### config.mk
export PLATFORM = sky130hd
export DESIGN_NAME = fetch_queue_if
export DESIGN_NICKNAME = d
export VERILOG_FILES = /design/src/rtl/fetch_queue_if.sv
export SDC_FILE = /design/constraint.sdc
export NUM_CORES = 1
export LEC_CHECK = 0
export CAP_MARGIN = 25
export CORE_MARGIN = 2
export CORE_UTILIZATION = 55
export DETAILED_ROUTE_END_ITERATION = 10
export GPL_TIMING_DRIVEN = 0
export HOLD_SLACK_MARGIN = 0.05
export PLACE_DENSITY = 0.87
export SETUP_SLACK_MARGIN = 0.2
export SLEW_MARGIN = 20
export SYNTH_ARGS = -nofsm -noshare
export SYNTH_HDL_FRONTEND = slang
export SYNTH_SLANG_ARGS = --single-unit
### constraint.sdc
create_clock -name CLK -period 7.5 [get_ports CLK]
set_input_delay 1.5 -clock CLK [delete_from_list [all_inputs] [get_ports CLK]]
set_output_delay 1.5 -clock CLK [all_outputs]
set_load 0.01 [all_outputs]
### src/rtl/fetch_queue_if.sv
// Instruction fetch front end: sequential fetch requests, an in-order
// response queue, stall back-pressure and flush/redirect handling.
module fetch_queue_if #(
  parameter int          DEPTH    = 4,
  parameter logic [31:0] RESET_PC = 32'hBFC00000
) (
  input  logic        CLK,
  input  logic        RESET,
  input  logic        FLUSH,
  input  logic [31:0] REDIRECT_PC,
  input  logic        STALL,
  output logic        IMEM_REQ,
  output logic [31:0] IMEM_ADDR,
  input  logic        IMEM_RVALID,
  input  logic [31:0] IMEM_RDATA,
  output logic [31:0] Instr1_IF,
  output logic [31:0] Instr_PC_IF,
  output logic [31:0] Instr_PC_Plus4_IF,
  output logic        Instr_VALID_IF
);

  localparam int AW = $clog2(DEPTH);
  localparam int CW = AW + 1;

  logic [31:0]   fetch_pc_q, fetch_pc_d;
  logic [31:0]   resp_pc_q, resp_pc_d;
  logic [31:0]   instr_q [DEPTH];
  logic [31:0]   pc_q    [DEPTH];
  logic [AW-1:0] head_q, head_d;
  logic [AW-1:0] tail_q, tail_d;
  logic [CW-1:0] count_q, count_d;
  logic [CW-1:0] outst_q, outst_d;
  logic [CW-1:0] drop_q, drop_d;
  logic [CW+1:0] inuse;
  logic          issue;
  logic          take;
  logic          push;
  logic          pop;
  logic          valid;
  logic [31:0]   redir_pc;
  logic          unused_redir;

  assign unused_redir = ^REDIRECT_PC[1:0];
  assign redir_pc     = {REDIRECT_PC[31:2], 2'b00};

  assign inuse = {2'b00, count_q} + {2'b00, outst_q}
               + {2'b00, drop_q};

  // RESET gating keeps the request low while reset is held
  assign issue = RESET && !FLUSH
              && (inuse < (CW+2)'(DEPTH));

  // a response with nothing left to drop belongs to a live request
  assign take = IMEM_RVALID && (drop_q == '0);
  assign push = take && !FLUSH;
  assign pop  = (count_q != '0) && !STALL && !FLUSH;

  assign valid = (count_q != '0);

  assign IMEM_REQ  = issue;
  assign IMEM_ADDR = fetch_pc_q;

  assign Instr_VALID_IF    = valid;
  assign Instr1_IF         = valid ? instr_q[head_q] : '0;
  assign Instr_PC_IF       = valid ? pc_q[head_q] : '0;
  assign Instr_PC_Plus4_IF = valid ? pc_q[head_q] + 32'd4 : '0;

  // next-state: flush overrides issue, push and pop
  always_comb begin
    fetch_pc_d = fetch_pc_q;
    resp_pc_d  = resp_pc_q;
    head_d     = head_q;
    tail_d     = tail_q;
    count_d    = count_q;
    outst_d    = outst_q;
    drop_d     = drop_q;
    if (FLUSH) begin
      fetch_pc_d = redir_pc;
      resp_pc_d  = redir_pc;
      head_d     = '0;
      tail_d     = '0;
      count_d    = '0;
      outst_d    = '0;
      drop_d     = drop_q + outst_q
                 - CW'(IMEM_RVALID);
    end else begin
      if (issue)
        fetch_pc_d = fetch_pc_q + 32'd4;
      if (push) begin
        resp_pc_d = resp_pc_q + 32'd4;
        tail_d    = tail_q + AW'(1);
      end
      if (pop)
        head_d = head_q + AW'(1);
      outst_d = outst_q + CW'(issue) - CW'(take);
      drop_d  = drop_q
              - CW'(IMEM_RVALID && !take);
      count_d = count_q + CW'(push) - CW'(pop);
    end
  end

  // pointer, counter and pc registers
  always_ff @(posedge CLK or negedge RESET) begin
    if (!RESET) begin
      fetch_pc_q <= RESET_PC;
      resp_pc_q  <= RESET_PC;
      head_q     <= '0;
      tail_q     <= '0;
      count_q    <= '0;
      outst_q    <= '0;
      drop_q     <= '0;
    end else begin
      fetch_pc_q <= fetch_pc_d;
      resp_pc_q  <= resp_pc_d;
      head_q     <= head_d;
      tail_q     <= tail_d;
      count_q    <= count_d;
      outst_q    <= outst_d;
      drop_q     <= drop_d;
    end
  end

  // queue storage, written at the tail on each accepted response
  always_ff @(posedge CLK or negedge RESET) begin
    if (!RESET) begin
      for (int i = 0; i < DEPTH; i++) begin
        instr_q[i] <= '0;
        pc_q[i]    <= '0;
      end
    end else if (push) begin
      instr_q[tail_q] <= IMEM_RDATA;
      pc_q[tail_q]    <= resp_pc_q;
    end
  end

endmodule

==> impl_metrics.csv <==
group,metric,value,unit
synth,netlist_instances,1300,
placed_design,post-place-ws,1.18,ns
placed_design,placed_cells_incl_taps,1888,
global_route,first_global_vias,12600,
sta,tightest_slew,1.12,ns
synth,synth_area_leaders,"dfrtp_1, mux2_2, mux4_2",
power_and_ir_drop,vdd_drop_max,0.176,mV
synth,synth_commonest_cells,"dfrtp_1, mux2_2, and2_1, nand2_1, clkbuf_1",
routing,wirelength,43.9,mm
layout,nets,1628,
clock_network,clock-root-buffer,"clkbuf_16",
routing,dr.pass1.iters,6,
synth,yosysTopAreaCell,"dfrtp_1",
worst_hold_path,min_path_type,"reg -> reg",
sta,fin_ws,1.14,ns
synth,synth.most_common_cell,"dfrtp_1",
clock_network,ctsHoldBuffers,0,
global_route,grt_first_pass_wirelength,68.9,mm
synth,ys_async_sr_fraction,100,%
sta,clock.fmax,157,MHz
routing,ant_nets,0,
routing,route.vias.total,12100,
clock_network,htree_levels,2,
synth,syn_area,16400,sq um
power_and_ir_drop,power,6500,uW
sta,min_period,6.36,ns
routing,first_iter_violations,969,
setup_path,required,6.00,ns
clock_network,cts_made_buffers,35,
clock_network,path_clk_slew,0.06,ns
clock_network,clk_path_buf_depth,3,
layout,area_growth,22.8,%
sta,finalHoldViolCount,0,
setup_path,worstPathArrival,4.86,ns
synth,ys_ff_latch,321,
placed_design,gp_congestion,0.915,
floorplan,die_x,177,um
placed_design,place.port_buffers,190,
clock_network,cts.sinks,321,
setup_path,end_kind,"primary output",
floorplan,die_h,177,um
clock_network,cts_resized,0,
floorplan,die-area,31200,sq um
power_and_ir_drop,p_leak,0.00890,uW
clock_network,cts_setup_buffers,0,
synth,synthFlopType,"dfrtp_1",
sta,finalMaxSlewViolations,0,
routing,via_per_inst,6.19,
routing,drc,0,
synth,yosys_warnings,0,
setup_path,critPathKind,"in -> out",
setup_path,startpoint_type,"input port",
global_route,grt_use_total,28.4,%
layout,drive_gt1_share,27.0,%
synth,seq_area_frac_synth,49.1,%
sta,fin_crit_sh,84.8,%
sta,slew_headroom,23.9,%
global_route,antenna_found_initial,1,
setup_path,cp_max_fo,90,
global_route,overflow,0,
floorplan,start_util,55.7,%
synth,ys_types,61,
placed_design,post-dp-hpwl,30.0,mm
global_route,grt_max_degree,97,
sta,final.setup_skew,0.0246,ns
floorplan,boundaryPins,199,
sta,rsz0062_at_grt,"false",
layout,stdcell_count,1953,
flow_run,cap_violations,0,
synth,synth_top_area_share,46.2,%
synth,syn_area_per_cell,12.6,sq um
synth,synth_enable_flop_cells,0,
routing,wl_per_cell,22.5,um
layout,post-route-util,68.3,%
clock_network,cts_tree,"done",
sta,finalSetupViolCount,0,
floorplan,core_area,29500,sq um
floorplan,rows,63,
outcome,status,"complete, no violations",
clock_network,clock_latency,0.52,ns
power_and_ir_drop,p_per_area,322,nW/um^2
==> worst max-delay path: stages <==
cell,delay (ns)
buf_8,0.31
buf_16,0.40
buf_16,0.40
nand2_1,0.28
a21o_1,0.22
buf_2,0.19
clkinv_1,0.17
clkbuf_1,0.57
clkdlybuf4s50_1,0.67
==> stage by stage <==
step	hold slack, ns	area, sq um	TNS, ns
after CTS	0.487	20100	0
after floorplan	0.445	16400	0
after global placement	0.458	18800	-2902.77
final	0.490	20100	0
after detailed placement	0.474	18900	0
after global routing	0.510	20100	0
==> layout make-up <==
class,instances,area [sq um]
Fill cell,2020,9340
Sequential cell,321,8060
Multi-Input combinational cell,855,7820
Timing Repair Buffer,193,1990
Clock buffer,53,1070
Tap cell,390,488
Buffer,91,417
Clock inverter,11,155
Inverter,38,143
Antenna cell,1,2.50
==> routing by layer <==
layer | GRT usage, % | wire length [um] | vias up
met1 | 38.0 | 17500 | 6187
met4 | 8.57 | 1020 | 0
met5 | 0 | 0 | -
met3 | 4.75 | 3420 | 94
met2 | 48.0 | 21900 | 613
li1 | - | - | 5194
==> final timing paths <==
path	from	to	slack, ns	depth (start not counted)
max	RESET	IMEM_REQ	1.14	9
min	pc_q[19]	pc_q[19]	0.49	2
max reg2reg	count_q[2]	outst_q[2]	3.06	16
min reg2reg	pc_q[19]	pc_q[19]	0.49	2
max in group asynchronous	RESET	IMEM_ADDR[28]	5.33	3
min in group asynchronous	RESET	instr_q[106]	0.87	1
==> registers in the layout, indices dropped and copies added, names as in the netlist <==
signal	count
count_q	3
drop_q	3
tail_q	2
pc_q	120
instr_q	128
IMEM_ADDR	30
outst_q	3
head_q	2
resp_pc_q	30
==> placed cells by master (no fill, tap or decap), types with 8 or more instances in the layout <==
| master | synthesis | routed |
|---|---|---|
| dfrtp_1 | 303 | 303 |
| mux2_2 | 257 | 257 |
| clkdlybuf4s50_1 | 0 | 189 |
| and2_1 | 73 | 73 |
| clkbuf_1 | 59 | 65 |
| nand2_1 | 61 | 61 |
| mux4_2 | 52 | 52 |
| nor2_1 | 47 | 47 |
| o21ai_0 | 39 | 39 |
| inv_1 | 37 | 37 |
| clkbuf_16 | 0 | 36 |
| nand3_1 | 28 | 28 |
| xnor2_1 | 27 | 27 |
| and3_1 | 23 | 23 |
| nand4_1 | 20 | 20 |
| xor2_1 | 19 | 19 |
| dfstp_2 | 18 | 18 |
| nor4_1 | 18 | 18 |
| ha_1 | 18 | 18 |
| a21oi_1 | 17 | 17 |
| or3_1 | 15 | 15 |
| mux2i_1 | 13 | 13 |
| a31oi_1 | 13 | 13 |
| buf_2 | 11 | 11 |
| clkbuf_8 | 0 | 11 |
| buf_4 | 10 | 10 |
| mux4_1 | 10 | 10 |
| buf_1 | 9 | 9 |
| nor3_1 | 10 | 9 |
| o31a_1 | 8 | 8 |
==> power by group <==
part / switching [uW] / leakage (uW) / total [uW] / internal [uW]
clock: 712 / 0.000604 / 1810 / 1100
sequential: 231 / 0.00421 / 2290 / 2060
combinational: 1180 / 0.00408 / 2400 / 1210
total: 2130 / 0.00890 / 6500 / 4370
==> logic make-up (layout without fill, tap and decap cells) <==
family / Yosys count / after routing / synth area share [%]
multiplexers: 332 / 332 / 27.2
AND/OR/NAND/NOR: 330 / 330 / 11.1
flip-flops: 321 / 321 / 49.1
buffers and inverters: 129 / 386 / 3.41
AO/OA/AOI/OAI: 117 / 117 / 4.67
XOR/XNOR: 46 / 46 / 2.46
adder cells (fa/ha/maj): 24 / 24 / 2.10
other: 1 / 7 / 0.0229
Power figures use the tool's default switching activity.
